## config.mk

```make
export PLATFORM = sky130hd
export DESIGN_NAME = downsample_2d_pool
export DESIGN_NICKNAME = d
export VERILOG_FILES = /design/src/rtl/downsample_2d_pool.sv
export SDC_FILE = /design/constraint.sdc
export NUM_CORES = 1
export LEC_CHECK = 0
export ABC_AREA = 0
export BUFFER_PORTS_ARGS = -buffer_cell sky130_fd_sc_hd__buf_4
export CORE_ASPECT_RATIO = 0.75
export CORE_MARGIN = 1
export CORE_UTILIZATION = 63
export DETAILED_ROUTE_END_ITERATION = 16
export GPL_ROUTABILITY_DRIVEN = 0
export PLACE_DENSITY = 0.81
export SYNTH_ARGS = -nofsm -noshare
export SYNTH_HDL_FRONTEND = slang
export SYNTH_SLANG_ARGS = --single-unit
```

## constraint.sdc

```tcl
create_clock -name clk -period 12.57 [get_ports clk]
set_input_delay 0.6285 -clock clk [delete_from_list [all_inputs] [get_ports clk]]
set_output_delay 0.6285 -clock clk [all_outputs]
set_load 0.005 [all_outputs]
```

## src/rtl/downsample_2d_pool.sv

```systemverilog
// 2D pooling downsampler: decimate, rounded mean or max over DEC_X x DEC_Y
// blocks of a raster stream, with valid/ready on both sides.
module downsample_2d_pool #(
    parameter int DATA_W    = 8,
    parameter int DEC_X     = 2,
    parameter int DEC_Y     = 2,
    parameter int IN_WIDTH  = 240,
    parameter int IN_HEIGHT = 480
) (
    input  logic              clk,
    input  logic              reset,
    input  logic [1:0]        mode,
    input  logic [DATA_W-1:0] in_data,
    input  logic              in_valid,
    output logic              in_ready,
    output logic [DATA_W-1:0] out_data,
    output logic              out_valid,
    output logic              out_last,
    input  logic              out_ready
);

    localparam int LX    = $clog2(DEC_X);
    localparam int LY    = $clog2(DEC_Y);
    localparam int LN    = LX + LY;
    localparam int N     = DEC_X * DEC_Y;
    localparam int SUM_W = DATA_W + LN;
    localparam int OW    = IN_WIDTH / DEC_X;
    localparam int OCW   = (OW > 1) ? $clog2(OW) : 1;
    localparam int CW    = $clog2(IN_WIDTH + 1);
    localparam int RW    = $clog2(IN_HEIGHT + 1);

    localparam logic [CW-1:0]    COL_MAX  = CW'(IN_WIDTH - 1);
    localparam logic [RW-1:0]    ROW_MAX  = RW'(IN_HEIGHT - 1);
    localparam logic [CW-1:0]    DX_C     = CW'(DEC_X);
    localparam logic [RW-1:0]    DY_C     = RW'(DEC_Y);
    localparam logic [CW-1:0]    XPH_END  = CW'(DEC_X - 1);
    localparam logic [RW-1:0]    YPH_END  = RW'(DEC_Y - 1);
    localparam logic [CW-1:0]    LAST_COL = CW'(IN_WIDTH - DEC_X);
    localparam logic [RW-1:0]    LAST_ROW = RW'(IN_HEIGHT - DEC_Y);
    localparam logic [SUM_W-1:0] HALF_N   = SUM_W'(N / 2);

    logic [CW-1:0]       col_q, col_d;
    logic [RW-1:0]       row_q, row_d;
    logic [1:0]          mode_q, mode_d;
    logic [SUM_W-1:0]    h_acc_q, h_acc_d;
    logic [DATA_W-1:0]   out_data_q, out_data_d;
    logic                out_valid_q, out_valid_d;
    logic                out_last_q, out_last_d;
    logic [SUM_W-1:0]    line_acc_q [OW];

    logic [CW-1:0]       x_ph;
    logic [RW-1:0]       y_ph;
    logic [OCW-1:0]      ocol;
    logic                first_px;
    logic                x_first, x_end, y_first, y_end;
    logic [1:0]          eff_mode;
    logic                is_mean, is_max, is_dec;
    logic                prod, acc, last_blk;

    logic [SUM_W-1:0]    in_ext, h_base, v_base, line_rd;
    logic [SUM_W-1:0]    h_sum, h_max, h_new;
    logic [SUM_W-1:0]    v_sum, v_max, v_new;
    logic [SUM_W-1:0]    rnd;
    logic [DATA_W-1:0]   emit_data;
    logic                line_we;

    // Block position
    assign x_ph     = col_q % DX_C;
    assign y_ph     = row_q % DY_C;
    assign ocol     = OCW'(col_q / DX_C);
    assign first_px = (col_q == '0) && (row_q == '0);
    assign x_first  = (x_ph == '0);
    assign y_first  = (y_ph == '0);
    assign x_end    = (x_ph == XPH_END);
    assign y_end    = (y_ph == YPH_END);
    assign last_blk = (col_q >= LAST_COL) && (row_q >= LAST_ROW);

    // The first pixel of a frame already runs in the mode it latches
    assign eff_mode = first_px ? mode : mode_q;
    assign is_mean  = (eff_mode == 2'd1);
    assign is_max   = (eff_mode == 2'd2);
    assign is_dec   = !is_mean && !is_max;

    assign prod     = is_dec ? (x_first && y_first) : (x_end && y_end);
    assign in_ready = !prod || !out_valid_q || out_ready;
    assign acc      = in_valid && in_ready;

    // Horizontal then vertical reduction; zero seeds hide stale partials
    assign in_ext  = SUM_W'(in_data);
    assign line_rd = line_acc_q[ocol];
    assign h_base  = x_first ? '0 : h_acc_q;
    assign h_sum   = h_base + in_ext;
    assign h_max   = (h_base > in_ext) ? h_base : in_ext;
    assign h_new   = is_max ? h_max : h_sum;
    assign v_base  = y_first ? '0 : line_rd;
    assign v_sum   = v_base + h_new;
    assign v_max   = (v_base > h_new) ? v_base : h_new;
    assign v_new   = is_max ? v_max : v_sum;
    assign rnd     = v_sum + HALF_N;

    always_comb begin
        emit_data = in_data;
        unique case (1'b1)
            is_mean: emit_data = DATA_W'(rnd >> LN);
            is_max:  emit_data = DATA_W'(v_max);
            default: emit_data = in_data;
        endcase
    end

    assign line_we = acc && !is_dec && x_end && !y_end;

    always_comb begin
        col_d       = col_q;
        row_d       = row_q;
        mode_d      = mode_q;
        h_acc_d     = h_acc_q;
        out_data_d  = out_data_q;
        out_valid_d = out_valid_q;
        out_last_d  = out_last_q;
        if (acc) begin
            h_acc_d = h_new;
            if (first_px) begin
                mode_d = mode;
            end
            if (col_q == COL_MAX) begin
                col_d = '0;
                row_d = (row_q == ROW_MAX) ? '0 : row_q + 1'b1;
            end else begin
                col_d = col_q + 1'b1;
            end
        end
        if (acc && prod) begin
            out_valid_d = 1'b1;
            out_data_d  = emit_data;
            out_last_d  = last_blk;
        end else if (out_ready) begin
            out_valid_d = 1'b0;
            out_last_d  = 1'b0;
        end
    end

    always_ff @(posedge clk) begin
        if (reset) begin
            col_q       <= '0;
            row_q       <= '0;
            mode_q      <= '0;
            h_acc_q     <= '0;
            out_data_q  <= '0;
            out_valid_q <= 1'b0;
            out_last_q  <= 1'b0;
        end else begin
            col_q       <= col_d;
            row_q       <= row_d;
            mode_q      <= mode_d;
            h_acc_q     <= h_acc_d;
            out_data_q  <= out_data_d;
            out_valid_q <= out_valid_d;
            out_last_q  <= out_last_d;
        end
    end

    // Line partials survive reset; they are always reseeded on y_ph==0
    always_ff @(posedge clk) begin
        if (line_we) begin
            line_acc_q[ocol] <= v_new;
        end
    end

    assign out_data  = out_data_q;
    assign out_valid = out_valid_q;
    assign out_last  = out_last_q;

endmodule
```

==> impl_metrics.env <==
export IMPL_maxSlewHeadroom_pct=2.320
export IMPL_cts_tree="done"
export IMPL_finalWirelength_um=132000
export IMPL_num_fill_cells=4464
export IMPL_min_to="out_last$_SDFFE_PP0P_"
export IMPL_clockBufferDepth=3
export IMPL_die_area_mm2=0.08138
export IMPL_rsz0062_at_grt="no"
export IMPL_synth_distinct_cells=69
export IMPL_syn_instance_count=2570
export IMPL_holdWs_ns=0.2346
export IMPL_fin_crit_sh_pct=61.86
export IMPL_drv_cap=0
export IMPL_drive_above_1_share_pct=23.56
export IMPL_finClkSkew_ns=0.05010
export IMPL_hold_violations=0
export IMPL_initial_utilization_pct=63.93
export IMPL_area_growth_pct=10.38
export IMPL_hold_path_class="input pin to flop"
export IMPL_layout_commonest_cell="edfxtp_1"
export IMPL_crit_fanout=120
export IMPL_start_kind="flop"
export IMPL_clkTransAtPathRegs_ns=0.06
export IMPL_r2r_setup_slack_ns=4.79
export IMPL_drtPass1Iterations=12
export IMPL_violations="design-rule violations"
export IMPL_cts_made_buffers=107
export IMPL_slew_violations=0
export IMPL_antenna_found_initial=4
export IMPL_die_w_um=329.1
export IMPL_power_density_mw_per_mm2=159.0
export IMPL_drc=1
export IMPL_min_from="out_ready"
export IMPL_yosys_warnings=0
export IMPL_fin_util_pct=70.57
export IMPL_rows=89
export IMPL_ys_top_cells_by_area="edfxtp_1, mux4_2, dfxtp_1, nor2_1, ha_1"
export IMPL_post_drt_wl_per_cell_um=34.78
export IMPL_layout_nets=2720
export IMPL_holdBufCountCts=0
export IMPL_grt_max_degree=121
export IMPL_core_mm2=0.07906
export IMPL_max_freq_ghz=0.1286
export IMPL_ys_async_sr_fraction_pct=0
export IMPL_syn_nets=2633
export IMPL_grtUsageTotal_pct=33.03
export IMPL_syn_area_mm2=0.05054
export IMPL_hpwl_um=73820
export IMPL_synth_largest_area_cell="edfxtp_1"
export IMPL_hold_path_depth=3
export IMPL_diodes=0
export IMPL_seq_area_mm2=0.03697
export IMPL_arrival_ns=8.09
export IMPL_outcome="complete, but fails checks"
export IMPL_p_leak_nw=17.42
export IMPL_drt_iter0_markers=4474
export IMPL_power_w=0.008871
export IMPL_mostFrequentLayoutCells="edfxtp_1, mux4_2, nor2_1"
export IMPL_synth_ff_type="edfxtp_1"
export IMPL_period_needed_ns=7.775
export IMPL_ant_nets=0
export IMPL_grt_pass1_wl_um=189200
export IMPL_cts_resized=0
export IMPL_fp_dieH_um=247.3
export IMPL_synth_area_per_cell_um2=19.67
export IMPL_synth_seq_area_share_pct=73.11
export IMPL_cp_end_kind="flop"
export IMPL_viasPerCell=7.193
export IMPL_grt_pass1_vias=26996
export IMPL_reg2reg_depth=16
export IMPL_crit_type="flop to flop"
export IMPL_h_tree_depth=3
export IMPL_r2r_end="line_acc_q[28][0]$_DFFE_PP_"
export IMPL_io_pins=25
export IMPL_multiInputGateArea_mm2=0.01277
export IMPL_synth_top_area_share_pct=71.29
export IMPL_clk_latency_ns=0.71
export IMPL_irDropWorstVdd_mv=0.1950
export IMPL_synth_edff_count=1200
export IMPL_cts_setup_buffers=0
export IMPL_io_buffers=24
export IMPL_cts_root_buf="clkbuf_16"
export IMPL_setup_viol=0
export IMPL_tightest_slew_ns=1.460
export IMPL_cts_sinks=1246
export IMPL_critPathRequiredTime_ns=12.89
export IMPL_tns_ns=0
export IMPL_vias=27306
export IMPL_synth_seq_cells=1246
export IMPL_grt_overflow=0
area by class of cell:
cell class              instances  share of cell area (%)
flip-flops and latches       1246                   66.26
multi-input cells            1138                   22.89
clock buffers                 122                   4.976
well taps                    1046                   2.346
repair buffers                111                   1.594
clock inverters                80                   1.572
inverters                      53                  0.3588
registers in the layout, indices dropped and copies added, names as in the netlist, named ones only:
signal	flops
line_acc_q	1200
out_last	1
col_q	8
h_acc_q	10
out_data	8
row_q	9
out_valid	1
mode_q	2
power by group:
group / switching, W / total (W) / internal, W / leakage [nW]
Clock: 0.00153 / 0.00348 / 0.00194 / 1.79
Sequential: 0.0000103 / 0.00478 / 0.00477 / 11.1
Combinational: 0.000450 / 0.000613 / 0.000162 / 4.49
cell usage after synthesis (5+ instances only):
cell type and instances:
o221ai_1 5, nand2_1 94, a211o_1 6, nor3_1 21
nor2b_1 12, mux2i_1 53, o21ai_0 37, nand4_1 11
nand3_1 30, and2_1 9, nand2b_1 10, a211oi_1 12
ha_1 47, dfxtp_1 46, o211ai_1 17, clkbuf_1 52
o21a_1 5, o22ai_1 17, or3_1 5, o31ai_1 5
a221oi_1 10, inv_1 48, mux4_2 342, nand3b_1 7
and3_1 7, nor2_1 194, buf_4 26, edfxtp_1 1200
buf_2 35, buf_6 15, a22oi_1 5, buf_1 5
xnor2_1 11, xor2_1 20, a21oi_1 64, a21o_1 9
mux2_2 6, a31oi_1 10
worst max path at each step:
stage	slack, ns	endpoint	cells past startpoint
final	4.79	line_acc_q[28][0]$_DFFE_PP_	16
after global routing	4.61	line_acc_q[44][0]$_DFFE_PP_	18
after CTS	4.55	line_acc_q[50][0]$_DFFE_PP_	16
after detailed placement	4.67	line_acc_q[28][0]$_DFFE_PP_	16
after global placement	5.05	line_acc_q[30][0]$_DFFE_PP_	16
after floorplan	2.43	line_acc_q[0][2]$_DFFE_PP_	21
through the flow:
step / worst slack (ns) / std cells / area (um^2)
floorplan: 2.432 / 2570 / 50540
global placement: 5.052 / 3593 / 52120
detailed placement: 4.675 / 3593 / 52120
CTS: 4.550 / 3795 / 55780
global route: 4.611 / 3796 / 55790
finish: 4.795 / 3796 / 55790
kinds of logic (layout without fill, tap and decap cells):
logic type / after synthesis / in the layout / synth area share, %
flip-flops: 1246 / 1246 / 73.11
AND/OR/NAND/NOR: 422 / 422 / 3.748
multiplexers: 401 / 401 / 16.42
AO/OA/AOI/OAI: 235 / 235 / 3.052
buffers and inverters: 186 / 366 / 1.884
adder cells (fa/ha/maj): 49 / 49 / 1.243
XOR/XNOR: 31 / 31 / 0.5372
worst max-delay path: stages, from the launching register on:
cell	delay (ns)
dfxtp_4	0.90
buf_4	0.79
nand2_1	0.27
o22ai_1	0.29
a21oi_1	0.13
and3_1	0.31
o311ai_1	0.92
and2_1	0.27
ha_1	0.32
nand4_1	0.16
o21ai_0	0.13
nor3b_1	0.16
o21ai_1	0.73
nand2_1	0.37
o21ai_0	0.38
a2bb2oi_4	0.17
buf_4	0.95
per-layer routing:
layer	GRT usage (%)	share of wire, %	up-vias
li1	-	-	10692
met1	44.93	35	13986
met2	51.74	47	2229
met3	9.522	13	395
met4	11.90	4.3	4
met5	0	0.023	-
Note: power is estimated with default switching activity, not from simulation.
